===== config.mk =====
export PLATFORM = sky130hd
export DESIGN_NAME = dice_roll_scheduler
export DESIGN_NICKNAME = d
export VERILOG_FILES = /design/src/rtl/dice_pkg.sv /design/src/rtl/rr_arbiter.sv /design/src/rtl/dice_roll_scheduler.sv
export SDC_FILE = /design/constraint.sdc
export NUM_CORES = 1
export LEC_CHECK = 0
export ABC_AREA = 1
export CAP_MARGIN = 20
export CORE_ASPECT_RATIO = 0.7
export CORE_MARGIN = 2
export CORE_UTILIZATION = 60
export DETAILED_ROUTE_END_ITERATION = 12
export DONT_BUFFER_PORTS = 1
export GPL_TIMING_DRIVEN = 0
export HOLD_SLACK_MARGIN = 0.08
export PLACE_DENSITY = 0.76
export SLEW_MARGIN = 20
export SYNTH_ARGS = -nofsm -noshare
export SYNTH_HDL_FRONTEND = slang
export SYNTH_SLANG_ARGS = --single-unit

===== constraint.sdc =====
create_clock -name clk -period 3.3 [get_ports clk]
set_clock_uncertainty 0.15 [all_clocks]
set_input_delay 0.33 -clock clk [delete_from_list [all_inputs] [get_ports clk]]
set_output_delay 0.33 -clock clk [all_outputs]
set_load 0.02 [all_outputs]

===== src/rtl/dice_pkg.sv =====
// Shared types and helpers for the dice roll scheduler.
// Holds the FSM state encoding and the legal-face check used when sampling the generator.
package dice_pkg;

  typedef enum logic [2:0] {
    ST_IDLE,
    ST_ROLL,
    ST_WAIT,
    ST_RESULT,
    ST_GAMEOVER
  } state_t;

  localparam logic [2:0] DIE_MIN = 3'd1;
  localparam logic [2:0] DIE_MAX = 3'd6;

  // The generator can emit 0 or 7; only 1..6 count as a real face.
  function automatic logic face_ok(input logic [2:0] face);
    return (face >= DIE_MIN) && (face <= DIE_MAX);
  endfunction

endpackage


===== src/rtl/rr_arbiter.sv =====
// Combinational round-robin arbiter.
// The search starts just after last_grant and wraps, so the previous winner has the lowest priority.
module rr_arbiter #(
  parameter int N = 4
) (
  input  logic [N-1:0]         req,
  input  logic [$clog2(N)-1:0] last_grant,
  output logic [N-1:0]         gnt,
  output logic [$clog2(N)-1:0] gnt_idx,
  output logic                 gnt_valid
);

  localparam int IDX_W = $clog2(N);

  int               cand;
  logic [IDX_W-1:0] cand_idx;

  always_comb begin
    gnt       = '0;
    gnt_idx   = '0;
    gnt_valid = 1'b0;
    cand      = 0;
    cand_idx  = '0;
    for (int off = 1; off <= N; off++) begin
      cand     = (int'(last_grant) + off) % N;
      cand_idx = IDX_W'(cand);
      if (!gnt_valid && req[cand_idx]) begin
        gnt_valid     = 1'b1;
        gnt[cand_idx] = 1'b1;
        gnt_idx       = cand_idx;
      end
    end
  end

endmodule


===== src/rtl/dice_roll_scheduler.sv =====
// Shares one dice generator between several players: arbitrates requests, rolls and re-rolls,
// reports each face, keeps per-player scores and stops the game once someone reaches TARGET.
module dice_roll_scheduler
  import dice_pkg::*;
#(
  parameter int N_PLAYERS = 4,
  parameter int SETTLE    = 1,
  parameter int TARGET    = 20,
  parameter int SCORE_W   = 8,
  parameter int MAX_RETRY = 3
) (
  input  logic                           clk,
  input  logic                           reset,
  input  logic                           new_game,
  input  logic [N_PLAYERS-1:0]           req,
  output logic                           roll,
  input  logic [2:0]                     dice_value,
  output logic [N_PLAYERS-1:0]           grant,
  output logic                           busy,
  output logic                           result_valid,
  output logic [$clog2(N_PLAYERS)-1:0]   result_player,
  output logic [2:0]                     result_value,
  output logic                           result_err,
  output logic [N_PLAYERS*SCORE_W-1:0]   score,
  output logic                           winner_valid,
  output logic [$clog2(N_PLAYERS)-1:0]   winner_id
);

  localparam int PID_W   = $clog2(N_PLAYERS);
  localparam int CNT_W   = 4;
  localparam int RETRY_W = $clog2(MAX_RETRY + 2);
  localparam int SUM_W   = SCORE_W + 1;

  localparam logic [CNT_W-1:0]   SETTLE_LOAD = CNT_W'(SETTLE - 1);
  localparam logic [RETRY_W-1:0] RETRY_LIMIT = RETRY_W'(MAX_RETRY);
  localparam logic [SUM_W-1:0]   TARGET_EXT  = SUM_W'(TARGET);
  localparam logic [SCORE_W-1:0] SCORE_MAX   = '1;
  localparam logic [PID_W-1:0]   LAST_INIT   = PID_W'(N_PLAYERS - 1);

  state_t               state;
  state_t               state_d;
  logic [N_PLAYERS-1:0] grant_q;
  logic [PID_W-1:0]     last_grant;
  logic [CNT_W-1:0]     settle_cnt;
  logic [RETRY_W-1:0]   retry;
  logic [SCORE_W-1:0]   score_q [N_PLAYERS];

  logic [N_PLAYERS-1:0] arb_gnt;
  logic [PID_W-1:0]     arb_idx;
  logic                 arb_valid;

  logic                 settle_done;
  logic                 face_good;
  logic                 retry_left;
  logic [SUM_W-1:0]     sum;
  logic [SCORE_W-1:0]   new_score;
  logic                 wins;

  rr_arbiter #(
    .N (N_PLAYERS)
  ) u_arb (
    .req        (req),
    .last_grant (last_grant),
    .gnt        (arb_gnt),
    .gnt_idx    (arb_idx),
    .gnt_valid  (arb_valid)
  );

  // Score the player would hold after the current result; error results leave it untouched.
  always_comb begin
    settle_done = (settle_cnt == '0);
    face_good   = face_ok(dice_value);
    retry_left  = (retry < RETRY_LIMIT);
    sum         = SUM_W'(score_q[result_player]) + SUM_W'(result_value);
    if (result_err) begin
      new_score = score_q[result_player];
    end else if (sum[SCORE_W]) begin
      new_score = SCORE_MAX;
    end else begin
      new_score = sum[SCORE_W-1:0];
    end
    wins = ({1'b0, new_score} >= TARGET_EXT);
  end

  always_ff @(posedge clk or posedge reset) begin
    if (reset) begin
      state <= ST_IDLE;
    end else begin
      state <= state_d;
    end
  end

  always_comb begin
    state_d = state;
    if (new_game) begin
      state_d = ST_IDLE;
    end else begin
      unique case (state)
        ST_IDLE:     if (arb_valid) state_d = ST_ROLL;
        ST_ROLL:     state_d = ST_WAIT;
        ST_WAIT: begin
          if (settle_done) begin
            if (face_good)       state_d = ST_RESULT;
            else if (retry_left) state_d = ST_ROLL;
            else                 state_d = ST_RESULT;
          end
        end
        ST_RESULT:   state_d = wins ? ST_GAMEOVER : ST_IDLE;
        ST_GAMEOVER: state_d = ST_GAMEOVER;
        default:     state_d = ST_IDLE;
      endcase
    end
  end

  // A new_game arriving in ROLL must keep the generator from seeing a pulse.
  always_comb begin
    roll         = 1'b0;
    busy         = 1'b1;
    result_valid = 1'b0;
    winner_valid = 1'b0;
    grant        = '0;
    unique case (state)
      ST_IDLE:     busy = 1'b0;
      ST_ROLL: begin
        roll  = !new_game;
        grant = grant_q;
      end
      ST_WAIT:     grant = grant_q;
      ST_RESULT: begin
        grant        = grant_q;
        result_valid = 1'b1;
      end
      ST_GAMEOVER: winner_valid = 1'b1;
      default:     busy = 1'b0;
    endcase
  end

  always_ff @(posedge clk or posedge reset) begin
    if (reset) begin
      grant_q       <= '0;
      last_grant    <= LAST_INIT;
      settle_cnt    <= '0;
      retry         <= '0;
      result_player <= '0;
      result_value  <= '0;
      result_err    <= 1'b0;
      winner_id     <= '0;
      for (int i = 0; i < N_PLAYERS; i++) begin
        score_q[i] <= '0;
      end
    end else if (new_game) begin
      grant_q    <= '0;
      last_grant <= LAST_INIT;
      retry      <= '0;
      winner_id  <= '0;
      for (int i = 0; i < N_PLAYERS; i++) begin
        score_q[i] <= '0;
      end
    end else begin
      unique case (state)
        ST_IDLE: begin
          if (arb_valid) begin
            grant_q       <= arb_gnt;
            result_player <= arb_idx;
            last_grant    <= arb_idx;
          end
        end
        ST_ROLL: settle_cnt <= SETTLE_LOAD;
        ST_WAIT: begin
          if (!settle_done) begin
            settle_cnt <= settle_cnt - 1'b1;
          end else if (face_good) begin
            result_value <= dice_value;
            result_err   <= 1'b0;
          end else begin
            retry <= retry + 1'b1;
            if (!retry_left) begin
              result_value <= '0;
              result_err   <= 1'b1;
            end
          end
        end
        ST_RESULT: begin
          retry                  <= '0;
          score_q[result_player] <= new_score;
          if (wins) begin
            winner_id <= result_player;
          end
        end
        default: ;
      endcase
    end
  end

  for (genvar i = 0; i < N_PLAYERS; i++) begin : g_score
    assign score[i*SCORE_W +: SCORE_W] = score_q[i];
  end

endmodule


==> out/qor.yml <==
antenna_found_initial: 0
first_pass_iters: 5
highest_layer: "met4"
async_reset_ff_share_pct: 100
met2_length_um: 3670
grt_usage_pct: 29.2
fin_crit_sh_pct: 95.1
port-buffer-count: 0
setup_viol: 0
nets: 476
placed_area_sq_um: 3470
max_cap_viol_count: 0
wl_per_cell_um: 16.4
layout-drive-gt1-share_pct: 12.6
ctsRootBufferMaster: "clkbuf_8"
dr_total_vias: 3044
cp.arrival_ns: 3.23
place.gp.congestion: 0.905
timing.rr.end: "winner_id[1]"
start_kind: "flop"
end_kind: "flop"
tritoncts: "yes"
nFillCells: 462
r2r-start: "result_player[1]"
cts_made_buffers: 5
rrSetupSlack_ns: 0.16
ant_nets: 0
clkSlewWorstSetupHoldPaths_ns: 0.10
die_y_um: 66.8
regArea_sq_um: 1410
syn_area_sq_um: 3380
fin_area_sq_um: 3680
start_util_pct: 63.2
syn_avg_cell_area_sq_um: 7.67
wl_met3_um: 824
yosysUniqueCellTypes: 36
hold_class: "primary input to flop"
netlist_instances: 440
drt_iter0_markers: 214
max_freq_mhz: 319
whs_path_depth: 2
htree_levels: 2
p_clk_share_pct: 19.0
fp-row-count: 22
fp.dieW_um: 93.7
synth_area_leaders: "dfrtp_1, nand2_1, inv_1"
utilization_pct: 68.9
syn_nets: 464
sw_frac_of_total_pct: 45.0
syn_to_final_growth_pct: 8.93
multi_input_area_sq_um: 1670
power_mw: 2.57
ios: 58
drc: 0
synth_largest_type_area_fraction_pct: 40.0
num_antenna_cells: 0
r2r_cells: 20
cts.sinks: 56
grt_pass1_wl_um: 13900
wl_um: 8610
p_per_area_nw_per_um2: 699
avgViaCountPerCell: 5.80
path_max_fanout: 6
core_region_area_sq_um: 5340
critical_path_class: "flop to flop"
critPathLaunch: "result_player[1]"
tns_ns: 0
crit_end: "winner_id[1]"
period_needed_ns: 3.14
wl_met1_um: 4050
p_switching_mw: 1.16
leakage_nw: 1.73
grt_max_degree: 57
synth_edf_count: 0
hold_viol_final: 0
dp_hpwl_um: 6110
intPower_mw: 1.41
ir_worst_vdd_mv: 0.447
relSlewSlack_pct: 28.1
seq_power_share_pct: 39.4
clockBufferDepth: 2
worst_hold_slack_ns: 0.209
worstMarginPinSlew_ns: 1.08
worstPathRequired_ns: 3.39
ys_warn_count: 0
overflow: 0
clk-insertion-delay-late_ns: 0.31
ys_seq_area_share_pct: 41.6
die_area_sq_um: 6250
power_frac_comb_pct: 41.6
status: "complete, no violations"
synth-seq-cells: 56
grt_pass1_vias: 2834
synth_ff_type: "dfrtp_1"
yosysTopAreaCell: "dfrtp_1"
slew_viol_final: 0
worst min path at each step:
| stage | from | to |
|---|---|---|
| 5_1_grt | dice_value[0] | result_value[1] |
| 3_5_place_dp | reset | settle_cnt[0] |
| 4_1_cts | dice_value[0] | result_value[1] |
| 2_1_floorplan | settle_cnt[0] | settle_cnt[0] |
| 3_3_place_gp | settle_cnt[0] | settle_cnt[0] |
| 6_report | dice_value[0] | result_value[1] |
state kept, by name (all words and copies together), names as in the netlist:
register       flops
grant_q            4
last_grant         2
result_err         1
result_player      2
result_value       3
retry              3
score             32
settle_cnt         4
state              3
winner_id          2
layout by cell type, fill, tap and decap left out, drive strengths merged:
cell type	synthesis	final
nand2	104	104
inv	80	80
dfrtp	54	54
nand3	40	40
nor2	38	38
o22ai	28	28
o21ai	22	22
a21oi	19	19
ha	13	13
clkbuf	2	9
a22oi	8	8
buf	3	5
nand4	4	4
nor3	4	4
dlygate4sd3	0	3
xor2	2	2
o211ai	2	2
o31ai	2	2
xnor2	2	2
o221ai	2	2
dfstp	2	2
or2	1	1
nor3b	1	1
mux2	1	1
nor4	1	1
a31oi	1	1
o41ai	1	1
o21a	1	1
a211oi	1	1
fa	1	1
bufinv	0	1
power groups by stage:
stage	combinational, mW	sequential, mW	clock [mW]
floorplan	0.812	0.970	0
global placement	0.999	1.01	0
detailed placement	1.04	1.01	0
CTS	1.05	1.00	0.494
global route	1.22	1.03	0.517
finish	1.07	1.01	0.488
per-layer routing:
metal	track usage [%]	vias to the layer above
li1	-	1478
met1	41.8	1445
met2	44.1	112
met3	8.48	9
met4	6.70	0
met5	0	-
synth_stat cells (4+ instances only):
library cell  count
nor2_1           25
nand2_2           8
ha_1             13
nor2_2           11
inv_1            75
a22oi_1           8
nand3_2           5
o21ai_0          21
inv_2             5
a21oi_1          19
o22ai_1          28
nand2_1          96
dfrtp_1          54
nor3_1            4
nand4_1           4
nand3_1          35
cells by family (layout without fill, tap and decap cells):
family / count (synthesis) / in the layout / share of synthesized area [%]
AND/OR/NAND/NOR: 193 / 193 / 26.2
AO/OA/AOI/OAI: 87 / 87 / 15.5
buffers and inverters: 85 / 98 / 9.93
flip-flops: 56 / 56 / 41.6
adder cells (fa/ha/maj): 14 / 14 / 5.41
XOR/XNOR: 4 / 4 / 1.04
multiplexers: 1 / 1 / 0.334
final cells by class:
type                            instances  share of cell area (%)
Inverter                               80                    8.30
Clock buffer                            7                    2.62
Buffer                                  5                   0.953
Sequential cell                        56                    38.2
Timing Repair Buffer                    5                    1.22
Multi-Input combinational cell        299                    45.4
Tap cell                               72                    2.45
Clock inverter                          1                   0.817
per-stage QoR:
step / worst slack [ns] / instances
4_1_cts: 0.00922 / 523
5_1_grt: -0.0237 / 525
6_report: 0.163 / 525
3_3_place_gp: 0.0125 / 512
2_1_floorplan: 0.441 / 440
3_5_place_dp: -0.0497 / 512
what timing repair did:
action,CTS,global route
pin swaps,0,2
hold buffers,3,0
resized for setup,1,9
setup endpoints to repair,3,3
hold endpoints to repair,56,0
setup buffers,0,2
worst max-delay path, stage by stage, from the launching register on:
cell and delay [ns]:
dfrtp_2 0.54, inv_4 0.10, nand2_1 0.11, inv_2 0.09, a22oi_1 0.18, o221ai_2 0.13, ha_1 0.22, fa_1 0.39
nand2_1 0.11, nand2_1 0.10, inv_1 0.08, nor2_2 0.04, nand3_2 0.13, nor2_1 0.07, nor2_2 0.13, nand2_1 0.09
nor2_2 0.10, nand2_2 0.08, nand2_2 0.09, nand3_1 0.07, nand2_1 0.06
Note: power is estimated with default switching activity, not from simulation.
